## config.mk

```make
export PLATFORM = sky130hd
export DESIGN_NAME = mips32_mem_arbiter
export DESIGN_NICKNAME = d
export VERILOG_FILES = /design/src/rtl/mips32_arb_pkg.sv /design/src/rtl/mips32_arb_stats.sv /design/src/rtl/mips32_mem_arbiter.sv
export SDC_FILE = /design/constraint.sdc
export NUM_CORES = 1
export LEC_CHECK = 0
export ABC_AREA = 1
export CELL_PAD_IN_SITES_DETAIL_PLACEMENT = 0
export CELL_PAD_IN_SITES_GLOBAL_PLACEMENT = 1
export CORE_MARGIN = 4
export CORE_UTILIZATION = 26
export CTS_CLUSTER_DIAMETER = 80
export DETAILED_ROUTE_END_ITERATION = 8
export PLACE_DENSITY = 0.75
export SETUP_SLACK_MARGIN = 0.05
export SLEW_MARGIN = 20
export SYNTH_ARGS = -nofsm -noshare
export SYNTH_HDL_FRONTEND = slang
export SYNTH_SLANG_ARGS = --single-unit
```

## constraint.sdc

```tcl
create_clock -name clk1 -period 1.62 [get_ports clk1]
set_input_delay 0.162 -clock clk1 [delete_from_list [all_inputs] [get_ports clk1]]
set_output_delay 0.162 -clock clk1 [all_outputs]
set_load 0.01 [all_outputs]
```

## src/rtl/mips32_arb_pkg.sv

```systemverilog
// Shared types and defaults for the MIPS32 instruction/data memory arbiter.
// Latency: n/a (types and constants only).
// Backpressure: n/a.
package mips32_arb_pkg;

  localparam int ARB_AW         = 9;   // 512-word memory
  localparam int ARB_DW         = 32;
  localparam int ARB_STARVE_MAX = 4;

  typedef enum logic [1:0] {
    IDLE    = 2'd0,
    BUSY_IF = 2'd1,
    BUSY_DM = 2'd2,
    RESP    = 2'd3
  } arb_state_e;

endpackage

```

## src/rtl/mips32_arb_stats.sv

```systemverilog
// Arbiter statistics: IDLE-cycle fetch/data conflicts and forced fetch wins.
// Latency: counters update on the edge after the qualifying cycle.
// Backpressure: none; both counters free-run and wrap at 2^32.
module mips32_arb_stats
  import mips32_arb_pkg::*;
(
  input  logic              clk1,
  input  logic              rst,
  input  logic              conflict_i,
  input  logic              starve_i,
  output logic [ARB_DW-1:0] conflict_cnt_o,
  output logic [ARB_DW-1:0] starve_cnt_o
);

  logic [ARB_DW-1:0] conflict_q, conflict_d;
  logic [ARB_DW-1:0] starve_q, starve_d;

  // Next-state: bump each counter on its event, natural wrap.
  always_comb begin
    conflict_d = conflict_q + (conflict_i ? 32'd1 : 32'd0);
    starve_d   = starve_q   + (starve_i   ? 32'd1 : 32'd0);
  end

  // Counter registers, cleared by reset.
  always_ff @(posedge clk1 or negedge rst) begin
    if (!rst) begin
      conflict_q <= '0;
      starve_q   <= '0;
    end else begin
      conflict_q <= conflict_d;
      starve_q   <= starve_d;
    end
  end

  assign conflict_cnt_o = conflict_q;
  assign starve_cnt_o   = starve_q;

endmodule

```

## src/rtl/mips32_mem_arbiter.sv

```systemverilog
// Arbitrates fetch and data ports onto one single-port memory; MIPS32_ARB_STATS_EN builds stat counters.
// Latency: grant in cycle 0, mem_req from cycle 1 until mem_ready, response pulse the cycle after.
// Backpressure: grants only in IDLE; data wins unless fetch starved STARVE_MAX times; halt blocks fetch grants.
module mips32_mem_arbiter
  import mips32_arb_pkg::*;
#(
  parameter int STARVE_MAX = ARB_STARVE_MAX,
  parameter int AW         = ARB_AW
) (
  input  logic              clk1,
  input  logic              rst,
  input  logic              if_req,
  input  logic [AW-1:0]     if_addr,
  output logic              if_gnt,
  output logic              if_rvalid,
  output logic [ARB_DW-1:0] if_rdata,
  input  logic              dm_req,
  input  logic              dm_we,
  input  logic [AW-1:0]     dm_addr,
  input  logic [ARB_DW-1:0] dm_wdata,
  output logic              dm_gnt,
  output logic              dm_done,
  output logic [ARB_DW-1:0] dm_rdata,
  input  logic              halt,
  input  logic              flush,
  output logic              mem_req,
  output logic              mem_we,
  output logic [AW-1:0]     mem_addr,
  output logic [ARB_DW-1:0] mem_wdata,
  input  logic [ARB_DW-1:0] mem_rdata,
  input  logic              mem_ready,
  output logic [ARB_DW-1:0] stat_conflict,
  output logic [ARB_DW-1:0] stat_starve
);

  localparam logic [3:0] SMAX = 4'(STARVE_MAX);

  arb_state_e        state_q;
  logic [3:0]        starve_q;
  logic              drop_q;
  logic [AW-1:0]     addr_q;
  logic              we_q;
  logic [ARB_DW-1:0] wdata_q;
  logic              mem_req_q;
  logic              if_rvalid_q, dm_done_q;
  logic [ARB_DW-1:0] if_rdata_q, dm_rdata_q;

  logic in_idle, if_ok, force_if, if_gnt_d, dm_gnt_d;

  // Grant decode; reset is folded in so grants read 0 while rst is low.
  always_comb begin
    in_idle  = (state_q == IDLE) && rst;
    if_ok    = if_req && !halt;
    force_if = (starve_q == SMAX) && if_ok;
    dm_gnt_d = in_idle && dm_req && !force_if;
    if_gnt_d = in_idle && if_ok && !dm_gnt_d;
  end

  // Main FSM: latch request, hold memory access until ready, one-cycle response.
  always_ff @(posedge clk1 or negedge rst) begin
    if (!rst) begin
      state_q     <= IDLE;
      drop_q      <= 1'b0;
      addr_q      <= '0;
      we_q        <= 1'b0;
      wdata_q     <= '0;
      mem_req_q   <= 1'b0;
      if_rvalid_q <= 1'b0;
      dm_done_q   <= 1'b0;
      if_rdata_q  <= '0;
      dm_rdata_q  <= '0;
    end else begin
      if_rvalid_q <= 1'b0;
      dm_done_q   <= 1'b0;
      case (state_q)
        IDLE: begin
          if (dm_gnt_d) begin
            addr_q    <= dm_addr;
            we_q      <= dm_we;
            wdata_q   <= dm_wdata;
            mem_req_q <= 1'b1;
            state_q   <= BUSY_DM;
          end else if (if_gnt_d) begin
            addr_q    <= if_addr;
            we_q      <= 1'b0;
            wdata_q   <= '0;
            mem_req_q <= 1'b1;
            drop_q    <= flush;
            state_q   <= BUSY_IF;
          end
        end
        BUSY_IF: begin
          // The access always completes; a flush only hides its result.
          if (mem_ready) begin
            mem_req_q <= 1'b0;
            drop_q    <= 1'b0;
            state_q   <= RESP;
            if (!(drop_q || flush)) begin
              if_rvalid_q <= 1'b1;
              if_rdata_q  <= mem_rdata;
            end
          end else if (flush) begin
            drop_q <= 1'b1;
          end
        end
        BUSY_DM: begin
          if (mem_ready) begin
            mem_req_q <= 1'b0;
            dm_done_q <= 1'b1;
            state_q   <= RESP;
            if (!we_q) dm_rdata_q <= mem_rdata;
          end
        end
        RESP:    state_q <= IDLE;
        default: state_q <= IDLE;
      endcase
    end
  end

  // Starve counter: counts data wins over a waiting fetch, saturating at the limit.
  always_ff @(posedge clk1 or negedge rst) begin
    if (!rst) begin
      starve_q <= '0;
    end else if (state_q == IDLE) begin
      if (if_gnt_d || !if_req) starve_q <= '0;
      else if (dm_gnt_d && starve_q != SMAX) starve_q <= starve_q + 4'd1;
    end
  end

  assign if_gnt    = if_gnt_d;
  assign dm_gnt    = dm_gnt_d;
  assign if_rvalid = if_rvalid_q;
  assign if_rdata  = if_rdata_q;
  assign dm_done   = dm_done_q;
  assign dm_rdata  = dm_rdata_q;
  assign mem_req   = mem_req_q;
  assign mem_we    = we_q;
  assign mem_addr  = addr_q;
  assign mem_wdata = wdata_q;

`ifdef MIPS32_ARB_STATS_EN
  logic conflict_ev, starve_ev;
  // A forced win is a fetch grant taken while data was also requesting.
  assign conflict_ev = in_idle && if_req && dm_req;
  assign starve_ev   = if_gnt_d && dm_req;

  mips32_arb_stats u_stats (
    .clk1           (clk1),
    .rst            (rst),
    .conflict_i     (conflict_ev),
    .starve_i       (starve_ev),
    .conflict_cnt_o (stat_conflict),
    .starve_cnt_o   (stat_starve)
  );
`else
  assign stat_conflict = '0;
  assign stat_starve   = '0;
`endif

endmodule
```

-- Yosys cells after proc, flatten, opt, wreduce, memory -nomap -nowiden
Cells that the tools add are included.
Widths: inputs -> output; s select.
- word-level logic and storage cells: 77
- register bits after elaboration: 116
- output and inout port bits: 175
- bits of input ports: 90
- equal/unequal tests: 10
- reduce and logical (&&, ||, !) cells: 27
- bitwise operators: 2
- add/subtract/negate cells: 1
- mux-type cells: 26
- operators with widths (cell ; number):
    $mux 32 ; 2
    $mux 9 ; 2
    $mux 1 ; 14
    $reduce_and 3->1 ; 3
    $logic_and 1x1->1 ; 8
    $mux 4 ; 2
    $reduce_bool 2->1 ; 4
    $mux 2 ; 3
    $ne 3x3->1 const B ; 2
    $pmux 2 s3 ; 1
    $reduce_and 2->1 ; 3
    $add 4x1->4 const B ; 1
    $eq 2x2->1 const B ; 2
    $eq 4x3->1 const B ; 1
    $logic_not 1->1 ; 4
    $ne 2x2->1 const B ; 2
    $ne 4x3->1 const B ; 1
    $pmux 1 s2 ; 2
    $reduce_and 4->1 ; 1
    $eq 2x1->1 const B ; 1
    $logic_not 2->1 ; 1
    $logic_or 1x1->1 ; 2
    $ne 2x1->1 const B ; 1
    $not 1->1 ; 2
    $reduce_or 2->1 ; 1

-- Depth between registers and ports, before layout
Gate-level depths: netlist of run 1.
- word-level depth: 10
- depth in mapped cells: 11
- gate-level depth less buffers: 10

-- Worst setup path before layout of run 1
No wires, ideal clock.
- kind: reg-to-reg
- from: reg state_q[0]
- to: reg addr_q[0] (netlist: mem_addr[0])
- arrival: 1384 ps
- buffers on the path: 1
- clock period less this slack: 1502 ps
- library setup time: 117 ps
- cell stages (with the launch flop): 11
- required time: 1503 ps
- slack: 118 ps
- cell sequence: dfrtp_1 > inv_1 > ha_1 > nand2_2 > nor2_2 > inv_1 > nand2_1 > inv_2 > buf_6 > nand2_1 > nand2_1
- cells in the longest elaborated chain, start to end: 8
- elaborated cells on any way between the ends: 10
- classes of those cells: mux (1); reduce/logical (9)
- RTL lines (element ; RTL line ; text):
    start: declaration ; mips32_mem_arbiter.sv:38 ; arb_state_e state_q;
    start signal: assignment ; mips32_mem_arbiter.sv:62 ; state_q <= IDLE;
    start signal: assignment ; mips32_mem_arbiter.sv:82 ; state_q <= BUSY_DM;
    start signal: assignment ; mips32_mem_arbiter.sv:89 ; state_q <= BUSY_IF;
    $logic_not 2->1 * ; mips32_mem_arbiter.sv:52, mips32_mem_arbiter.sv:75 ;
    $logic_and 1x1->1 ; mips32_mem_arbiter.sv:52 ; in_idle = (state_q == IDLE) && rst;
    $logic_and 1x1->1 (2 in a row) ; mips32_mem_arbiter.sv:55 ; dm_gnt_d = in_idle && dm_req && !force_if;
    $logic_not 1->1 ; mips32_mem_arbiter.sv:56 ; if_gnt_d = in_idle && if_ok && !dm_gnt_d;
    $logic_and 1x1->1 ; mips32_mem_arbiter.sv:56 ;
    $reduce_bool 2->1 (no line) ; n/a ;
    $reduce_and 2->1 (no line) ; n/a ;
    end signal: assignment ; mips32_mem_arbiter.sv:78 ; addr_q <= dm_addr;
    end signal: assignment ; mips32_mem_arbiter.sv:84 ; addr_q <= if_addr;
    end: declaration ; mips32_mem_arbiter.sv:41 ; logic [AW-1:0] addr_q;
Every way passes the cells marked *; elsewhere a longest branch is shown, timed or not.
A chain may end at the register's enable or synchronous reset.

-- Final worst setup path of run 1
- from: reg state_q[0]
- to: out if_gnt
- cells in the longest elaborated chain, start to end: 6
- elaborated cells on any way between the ends: 7
- classes of those cells: reduce/logical (7)
- RTL lines (element ; RTL line ; text):
    $logic_not 2->1 * ; mips32_mem_arbiter.sv:52 ;
    $logic_and 1x1->1 * ; mips32_mem_arbiter.sv:52 ;
    $logic_and 1x1->1 (2 in a row) ; mips32_mem_arbiter.sv:55 ;
    $logic_not 1->1 ; mips32_mem_arbiter.sv:56 ;
    $logic_and 1x1->1 * ; mips32_mem_arbiter.sv:56 ;
    end: declaration ; mips32_mem_arbiter.sv:14 ; output logic if_gnt,
Marks and branches as above.

==> results of run 1 <==
[state kept, by name, summed over array words and instances, names as in the netlist]
| name | flops |
|---|---|
| if_rvalid | 1 |
| mem_wdata | 32 |
| mem_we | 1 |
| if_rdata | 32 |
| mem_addr | 9 |
| state_q | 2 |
| starve_q | 4 |
| dm_rdata | 32 |
| dm_done | 1 |
| mem_req | 1 |
| drop_q | 1 |
[metal layers]
metal	vias to the layer above	track usage [%]	share of wire, %
li1	2233	-	-
met1	2091	17.3	42
met2	175	23.4	49
met3	25	4.06	7.4
met4	0	5.72	2.1
met5	-	0	0
[final cells by class]
type / instances / share of cell area, %
clock inverter: 11 / 1.41
tap: 265 / 3.73
inverter: 61 / 2.83
clock buffer: 21 / 5.29
multi-input combinational: 403 / 22.6
timing repair buffer: 255 / 31.5
sequential: 116 / 32.6
[worst max-delay path: cells and delay by family (launching register included)]
kind                       cells  cell delay (ns)
and+or+nand+nor                4             0.27
buffers and inverters          4             0.36
DFF                            1             0.38
adders and majority gates      1             0.15
[timing repair]
action	CTS	global route
setup endpoints to repair	77	96
pin swaps	10	28
hold buffers	1	0
buffers inserted	15	8
gates resized for setup	70	78
gates cloned	12	1
endpoints found under the hold margin	116	0
[path summary, 6_finish.rpt]
path | startpoint | to | slack [ns]
worst max-delay path | state_q[0] | if_gnt | -0.10
worst min-delay path | dm_wdata[29] | mem_wdata[29] | 0.30
worst max register to register | state_q[0] | mem_wdata[6] | -0.09
worst min register to register | mem_wdata[4] | mem_wdata[4] | 0.48
max in group asynchronous | rst | if_rdata[10] | 0.60
min in group asynchronous | rst | dm_done | 0.47
[Yosys cell counts, drive strengths merged, types with 5 or more instances]
cell	n	area, um2
nand3	14	75.1
clkbuf	12	45.0
dfrtp	116	2900
nor2	8	32.5
nand3b	9	67.6
ha	5	62.6
inv	61	229
nand2	230	883
o21ai	68	340
buf	74	574
[through the flow]
stage               cells  cell area (um2)  total power [mW]  utilization [%]  setup WS, ns
floorplan             666             5500              7.66                -         0.118
global placement     1072             7460              11.2             38.0        -0.154
detailed placement   1072             7460              11.3             38.0        -0.144
CTS                  1130             8710              16.1             44.3        -0.173
global route         1132             8900              17.3             45.3        -0.198
finish               1132             8900              16.1             45.3        -0.103
[kinds of logic after synthesis]
| logic type | after synthesis |
|---|---|
| mux | 1 |
| flops | 116 |
| compound gates | 68 |
| xor+xnor | 2 |
| other cells | 1 |
| simple gates | 263 |
| fa+ha+maj | 5 |
| buf+inv | 147 |
[power by group]
group	switching, mW	total [mW]	internal, mW
Clock	1.38	3.76	2.39
Sequential	0.825	5.10	4.27
Combinational	3.25	7.29	4.04
Total	5.45	16.1	10.7
==> flow_summary_export.csv, run 1 <==
group,metric,value,unit
clocking,htree_levels,4,
sta,report.final.setup_viol,50,
setup_path,worstPathCellList,"inv_2 > ha_4 > nand2_4 > nor2_4 > buf_6 > nand2_4 > nand2_2 > inv_1 > buf_2",
route,ant_nets,0,
floorplanning,pin_count,265,
setup_path,required,1.46,ns
clocking,cts_made_buffers,17,
route,firstDrtPassIters,5,
floorplanning,dieWidth,150,um
setup_path,setup.worst_path.end_class,"primary output",
sta,slew_headroom,55.2,%
clocking,clk_latency,0.41,ns
clocking,cts_tree,"built",
layout,most-common-layout-cells,"clkdlybuf4s50_1 (192), nand2_1 (170), dfrtp_1 (116)",
placement,place_hpwl,10400,um
clocking,cts_max_path_buffers,2,
grt,grt_pass1_vias,4490,
layout,multi_input_area,2010,um2
placement,portBuffers,200,
synthesis,synth_warnings,0,
synthesis,synth-simple-area-share,20.4,%
route,vias_per_cell,4.00,
sta,fin_crit,1.72,ns
layout,n_fill_cell,1958,
setup_path,critPathMaxStageDelay,0.38,ns
grt,grt_usage,14.1,%
synthesis,ys_seq_area_share,55.2,%
synthesis,mappedNetlistArea,5260,um2
sta,setup_ws,-0.103,ns
setup_path,crit_fanout,3,
sta,timing.hold.ws,0.300,ns
setup_path,r2r_cells,13,
clocking,root_buffer,"clkbuf_16",
pwr,power_leakage,4.42,nW
floorplanning,coreArea,19700,um2
grt,grt_antenna_before_repair,0,
route,vias,4524,
synthesis,ys_seq_elements,116,
worst_hold_path,min_path_cells,3,
route,drc,0,
outcome,status,"finished with violations",
route,drt_wl_total,16500,um
layout,final_net_count,949,
sta,hold_viol_final,0,
synthesis,post_synth_xor_area_fraction,0.333,%
grt,grt_pass1_wl,24500,um
placement,gp_congestion,0.764,
route,avgRoutedWirePerCell,14.6,um
layout,drive_above_1_share,19.5,%
layout,seq_area,2900,um2
synthesis,synth_top_family_by_area,"simple AND/OR/NAND/NOR gates",
grt,grt_overflow_total,0,
synthesis,synth_adder_area_share,1.19,%
grt,grt_max_degree,117,
sta,fmax,0.580,GHz
worst_hold_path,hold_path.class,"in2reg",
outcome,violations,"negative setup slack",
sta,finalCritPeriodShare,106,%
setup_path,cp_slowest_cell,"dfrtp_1",
layout,final_common_cell,"clkdlybuf4s50_1",
layout,synthToLayoutAreaGrowth,69.1,%
setup_path,worst-setup-path-type,"reg2out",
synthesis,synth_compound_area_share,6.47,%
synthesis,synthCells,603,
setup_path,start_kind,"flip-flop",
sta,grt_setup_unrepaired,"yes",
floorplanning,start_util,26.8,%
sta,fin_worst_skew,0.00533,ns
route,dr.first_iter.drc_count,198,
flow_run,cap_violations,0,
sta,worstMarginPinSlew,0.671,ns
pwr,ir_drop,0.653,mV
floorplanning,fp-row-count,51,
synthesis,avgSynthCellArea,8.73,um2
synthesis,synthMuxAreaShare,0.214,%
sta,final.setup.tns,-2.94,ns
setup_path,crit_arrival,1.56,ns
floorplanning,die-height,150,um
setup_path,crit_top_cell,"nand2_4",
synthesis,synth-main-ff-cell,"dfrtp_1",
synthesis,async_flop_share,100,%
clocking,clock_sinks,116,
sta,maxSlewViolCount,0,
synthesis,synth-edff-count,0,
pwr,power.density,1820,nW/um2
layout,n_antenna_cell,0,
clocking,clk_pin_slew,0.06,ns
floorplanning,fp.dieArea,22600,um2
synthesis,synth.distinct_cells,23,
Power figures use the tool's default switching activity.
==> inputs of run 2 (changes only) <==
Settings changed: ABC_AREA 1 to default, CORE_UTILIZATION 26 to 28, PLACE_DENSITY 0.75 to 0.76, SLEW_MARGIN 20 to 30.
==> run 2 against run 1 <==
- the flow still finishes with violations (negative setup slack)
- core utilization rose by 3.1 points
- global-route usage increased by 0.58 points
- final cell count decreased by 20%
- sequential power increased by 2%
- combinational power rose by 11%
==> flow_summary_export.csv, run 2 <==
group,metric,value,unit
setup_path,worst-setup-path-type,"reg2reg",
synthesis,synth_commonest_cells,"dfrtp_1 (116), buf_4 (67), a22o_1 (33), mux2_4 (30), mux2_2 (29)",
setup_path,required,1.90,ns
synthesis,mappedNetlistArea,5250,um2
route,ant_nets,0,
floorplanning,fp-row-count,49,
setup_path,crit_fanout,8,
sta,hold_viol_final,0,
sta,worstMarginPinSlew,0.632,ns
pwr,power.density,1920,nW/um2
synthesis,synthCells,395,
clocking,cts_max_path_buffers,2,
setup_path,start_kind,"flip-flop",
sta,fmax,0.561,GHz
route,drt_wl_total,15900,um
floorplanning,die-height,145,um
outcome,violations,"negative setup slack",
layout,layoutNonFillerInstCount,901,
synthesis,yosysTopAreaCell,"dfrtp_1",
route,firstDrtPassIters,4,
clocking,htree_levels,4,
clocking,root_buffer,"clkbuf_16",
clocking,clock_sinks,116,
grt,grt_antenna_before_repair,0,
sta,slew_headroom,57.9,%
layout,final_common_cell,"clkdlybuf4s50_1",
pwr,power_leakage,4.08,nW
placement,place_hpwl,10500,um
floorplanning,fp.dieArea,21000,um2
synthesis,synth-main-ff-cell,"dfrtp_1",
clocking,clk_latency,0.41,ns
grt,grt_pass1_wl,24800,um
sta,maxSlewViolCount,0,
synthesis,ys_seq_area_share,55.3,%
grt,grt_pass1_vias,4322,
placement,post-place-cells,839,
setup_path,path_buf_inv,4,
setup_path,worstPathCellList,"inv_2 > buf_6 > ha_4 > nand2b_4 > nor3b_4 > buf_12 > clkbuf_16 > mux2_2",
grt,grt_overflow_total,0,
layout,final_net_count,754,
outcome,status,"finished with violations",
synthesis,ys_seq_elements,116,
grt,grt_usage,14.7,%
layout,n_antenna_cell,0,
placement,gp_congestion,0.769,
synthesis,synth_top_area_share,55.3,%
route,avgRoutedWirePerCell,17.6,um
worst_hold_path,hold_path.class,"in2async",
synthesis,synth_warnings,0,
route,vias,3952,
setup_path,rrSetupSlack,-0.16,ns
floorplanning,dieWidth,145,um
floorplanning,pin_count,265,
setup_path,critPathMaxStageDelay,0.40,ns
synthesis,synth.most_common_cell,"dfrtp_1",
sta,finalCritPeriodShare,110,%
synthesis,synth-edff-count,0,
synthesis,async_flop_share,100,%
layout,synthToLayoutAreaGrowth,67.8,%
sta,setup_ws,-0.162,ns
synthesis,avgSynthCellArea,13.3,um2
clocking,cts_made_buffers,17,
synthesis,synth.distinct_cells,42,
route,drc,0,
floorplanning,coreArea,18200,um2
clocking,cts_tree,"built",
setup_path,setup.worst_path.end_class,"flip-flop",
layout,final_util,48.4,%
route,vias_per_cell,4.39,
layout,drive_above_1_share,28.0,%
pwr,ir_drop,0.733,mV
placement,portBuffers,200,
setup_path,crit_arrival,2.06,ns
sta,report.final.setup_viol,110,
sta,fin_crit,1.78,ns
grt,grt_max_degree,47,
synthesis,synthTopCellsByArea,"dfrtp_1 (55%), buf_4 (9.6%), mux2_4 (8.6%)",
clocking,clk_pin_slew,0.06,ns
flow_run,cap_violations,0,
setup_path,cpLargestDelayFamily,"buffers and inverters",
route,dr.first_iter.drc_count,146,
setup_path,cp_slowest_cell,"dfrtp_1",
sta,fin_worst_skew,0.00997,ns
layout,most-common-layout-cells,"clkdlybuf4s50_1 (196), dfrtp_1 (116), conb_1 (64)",
floorplanning,start_util,28.8,%
sta,grt_setup_unrepaired,"yes",
==> run 2: worst min-delay path, stage by stage <==
cell            delay [ns]
buf_4                 0.11
dlymetal6s4s_1        0.27
buf_4                 0.20
==> run 2: what timing repair did <==
| action | CTS | global route |
|---|---|---|
| buffers inserted | 18 | 4 |
| pin swaps | 24 | 9 |
| gates cloned | 10 | 3 |
| hold buffers | 1 | 0 |
| endpoints found under the hold margin | 116 | 0 |
| resized for setup | 71 | 22 |
| setup endpoints to repair | 110 | 114 |
==> run 2: worst paths after layout <==
| kind | startpoint | end | cells past startpoint |
|---|---|---|---|
| min | rst | state_q[0] | 3 |
| max | state_q[1] | if_rdata[14] | 8 |
| max in group asynchronous | rst | dm_rdata[25] | 3 |
| min in group clk1 | if_addr[6] | mem_addr[6] | 3 |
| min reg2reg | mem_wdata[31] | mem_wdata[31] | 1 |
| max reg2reg | state_q[1] | if_rdata[14] | 8 |
==> run 2: kinds of logic (layout without fill, tap and decap cells) <==
logic type | count (synthesis) | in the layout | synth area share, %
adders and majority gates | 5 | 5 | 1.19
muxes | 66 | 66 | 16.3
other | 1 | 64 | 0.0714
AOI/OAI and AO/OA | 75 | 75 | 10.6
DFF | 116 | 116 | 55.3
buffers and inverters | 91 | 305 | 12.7
and+or+nand+nor | 41 | 41 | 3.96
==> run 2: area by class of cell <==
type,instances,area (um2)
Timing Repair Buffer,264,2870
Sequential cell,116,2900
Fill cell,1578,9400
Clock buffer,20,447
Inverter,9,38.8
Tap cell,229,287
Clock inverter,12,130
Multi-Input combinational cell,251,2130
==> run 2: power breakdown <==
part	leakage, nW	switching, mW	internal [mW]
Clock	0.281	1.37	2.31
Sequential	1.41	0.863	4.34
Combinational	2.38	2.94	5.13
Total	4.08	5.17	11.8
==> run 2: metal layers <==
metal / up-vias / part of all wire, % / global-route usage [%]
met5: - / 0 / 0
met3: 12 / 7.2 / 5.21
met1: 1980 / 42 / 17.7
met2: 165 / 49 / 25.1
li1: 1795 / - / -
met4: 0 / 1.4 / 3.99
==> run 2: stage by stage <==
step	total power, mW	hold slack (ns)	instance area [um2]	setup WS [ns]	TNS (ns)
after global routing	17.9	0.0379	8810	-0.213	-14.92
after CTS	17.0	0.281	8760	-0.171	-10.31
after global placement	12.2	0.154	7510	-0.213	-10.71
final	16.9	0.00582	8810	-0.162	-8.94
after detailed placement	12.3	0.140	7510	-0.231	-13.04
after floorplan	8.44	-0.134	5510	-0.00574	-0.103
==> inputs of run 3 (changes only) <==
Settings changed: REMOVE_ABC_BUFFERS from default to 1.
==> run 3 against run 2 <==
- the run still ends with negative setup slack left
- final cell count rose by 0.11%
- core utilization up 0.27 points
- via count is 2.8% higher
- fmax rose by 0.35%
- count of clock-buffer cells in the layout up 1
- critical endpoint is now if_gnt
- highest routed layer unchanged
==> flow_summary_export.csv, run 3 (same netlist as run 2, synthesis figures left out) <==
group,metric,value,unit
placement,portBuffers,200,
sta,worstMarginPinSlew,0.759,ns
outcome,violations,"negative setup slack",
placement,dpl_worst_slack,-0.231,ns
clocking,clock_sinks,116,
setup_path,start_kind,"flip-flop",
floorplanning,pin_count,265,
setup_path,required,1.46,ns
route,firstDrtPassIters,4,
layout,final_net_count,757,
sta,setup_ws,-0.156,ns
placement,gp_congestion,0.776,
placement,place_hpwl,10100,um
setup_path,worst-setup-path-type,"reg2out",
clocking,root_buffer,"clkbuf_16",
setup_path,path_buf_inv,3,
route,vias_per_cell,4.50,
pwr,ir_drop,0.896,mV
clocking,clk_latency,0.41,ns
pwr,swShare,30.8,%
sta,fmax,0.563,GHz
floorplanning,coreArea,18200,um2
floorplanning,fp.dieArea,21000,um2
grt,grt_pass1_wl,24600,um
sta,fin_worst_skew,0.0166,ns
pwr,p_total,17.1,mW
setup_path,rrSetupSlack,-0.14,ns
clocking,cts_made_buffers,17,
floorplanning,fp-row-count,49,
grt,grt_pass1_vias,4440,
pwr,pwr-share-comb,48.7,%
setup_path,startpoint,"starve_q[0]",
route,avgRoutedWirePerCell,18.0,um
clocking,htree_levels,4,
layout,most-common-layout-cells,"clkdlybuf4s50_1 (195), dfrtp_1 (116), mux2_4 (64), conb_1 (64), buf_4 (37)",
setup_path,crit_fanout,2,
floorplanning,dieWidth,145,um
pwr,power.density,1930,nW/um2
route,dr.first_iter.drc_count,173,
clocking,cts_max_path_buffers,2,
route,vias,4061,
setup_path,setup.worst_path.end_class,"primary output",
setup_path,r2r_cells,8,
setup_path,cp-endpoint,"if_gnt",
layout,drive_above_1_share,29.9,%
sta,grt_setup_unrepaired,"yes",
grt,grt_max_degree,60,
pwr,p_int,11.8,mW
pwr,p_sw,5.26,mW
worst_hold_path,hold_path.class,"in2async",
pwr,power_frac_clock,20.7,%
layout,synthToLayoutAreaGrowth,68.7,%
pwr,power_leakage,4.10,nW
sta,report.final.setup_viol,102,
pwr,seq_power_share,30.6,%
setup_path,reg2reg_to,"dm_rdata[21]",
clocking,clk_pin_slew,0.05,ns
sta,finalCritPeriodShare,110,%
layout,n_antenna_cell,0,
route,ant_nets,0,
grt,grt_usage,14.6,%
route,drt_wl_total,16200,um
sta,maxSlewViolCount,0,
floorplanning,die-height,145,um
setup_path,cp_slowest_cell,"dfrtp_1",
floorplanning,start_util,28.8,%
route,drc,0,
layout,final_common_cell,"clkdlybuf4s50_1",
grt,grt_overflow_total,0,
layout,n_fill_cell,1567,
sta,slew_headroom,49.4,%
clocking,cts_tree,"built",
setup_path,regToRegStartpoint,"state_q[1]",
flow_run,cap_violations,0,
setup_path,crit_cells,7,
setup_path,crit_arrival,1.61,ns
setup_path,cpLargestDelayFamily,"flip-flops",
outcome,status,"finished with violations",
grt,grt_antenna_before_repair,0,
sta,hold_viol_final,0,
setup_path,worstPathCellList,"inv_2 > ha_4 > and3b_2 > buf_6 > nor2_4 > nor2_2 > buf_2",
sta,fin_crit,1.78,ns
setup_path,critPathMaxStageDelay,0.36,ns
run 3: changes by cell type in the layout (fill, tap and decap cells not counted), moves of 3 or more:
cell | previous run | this run
clkbuf_8 | 1 | 4
mux2_2 | 8 | 0
buf_6 | 8 | 13
buf_4 | 32 | 37
mux2_4 | 57 | 64
buf_8 | 4 | 1
inv_6 | 3 | 0
buf_12 | 10 | 6
run 3: power groups by stage:
stage	Combinational (mW)	Clock [mW]	Sequential [mW]
2_1_floorplan	2.46	0	5.73
3_3_place_gp	6.91	0	5.16
3_5_place_dp	7.03	0	5.19
4_1_cts	7.82	3.64	5.21
5_1_grt	8.85	3.76	5.40
6_report	8.33	3.53	5.23
run 3: worst min path at each step:
stage                     start          end
final                       rst  starve_q[3]
after global routing        rst  starve_q[3]
after global placement      rst  starve_q[2]
after floorplan             rst      dm_done
after detailed placement    rst  starve_q[3]
after CTS                   rst  starve_q[3]
run 3: layout make-up:
type	instances	area (um2)	area share, %
flip-flops and latches	116	2900	32.8
inverters	9	36.3	0.410
multi-input cells	251	2240	25.3
clock inverters	9	80.1	0.904
well taps	229	287	3.23
clock buffers	21	480	5.42
repair buffers	267	2830	32.0
run 3: metrics by stage:
stage                     setup TNS [ns]  hold WS [ns]  utilization, %  area [um2]  instances
after detailed placement          -14.31       -0.0326            41.0        7470        841
after global routing              -11.20         0.134            48.6        8860        902
after global placement            -10.12       -0.0337            41.0        7470        841
final                              -4.99         0.156            48.6        8860        902
after CTS                          -4.60         0.122            46.8        8530        893
after floorplan                   -64.55        -0.134               -        4860        376
run 3: timing repair:
action | CTS | global route
hold endpoints to repair | 5 | 0
resized for setup | 62 | 50
endpoints found under the setup margin | 116 | 113
pin swaps | 40 | 11
hold buffers | 1 | 0
cloned | 7 | 5
setup buffers | 14 | 9
run 3: routing by layer:
layer | wire, um | share of wire [%] | vias up | GRT usage [%]
met2 | 7700 | 48 | 230 | 24.0
met4 | 270 | 1.7 | 0 | 5.32
li1 | - | - | 1806 | -
met3 | 1410 | 8.7 | 14 | 5.30
met1 | 6820 | 42 | 2011 | 17.6
met5 | 0 | 0 | - | 0
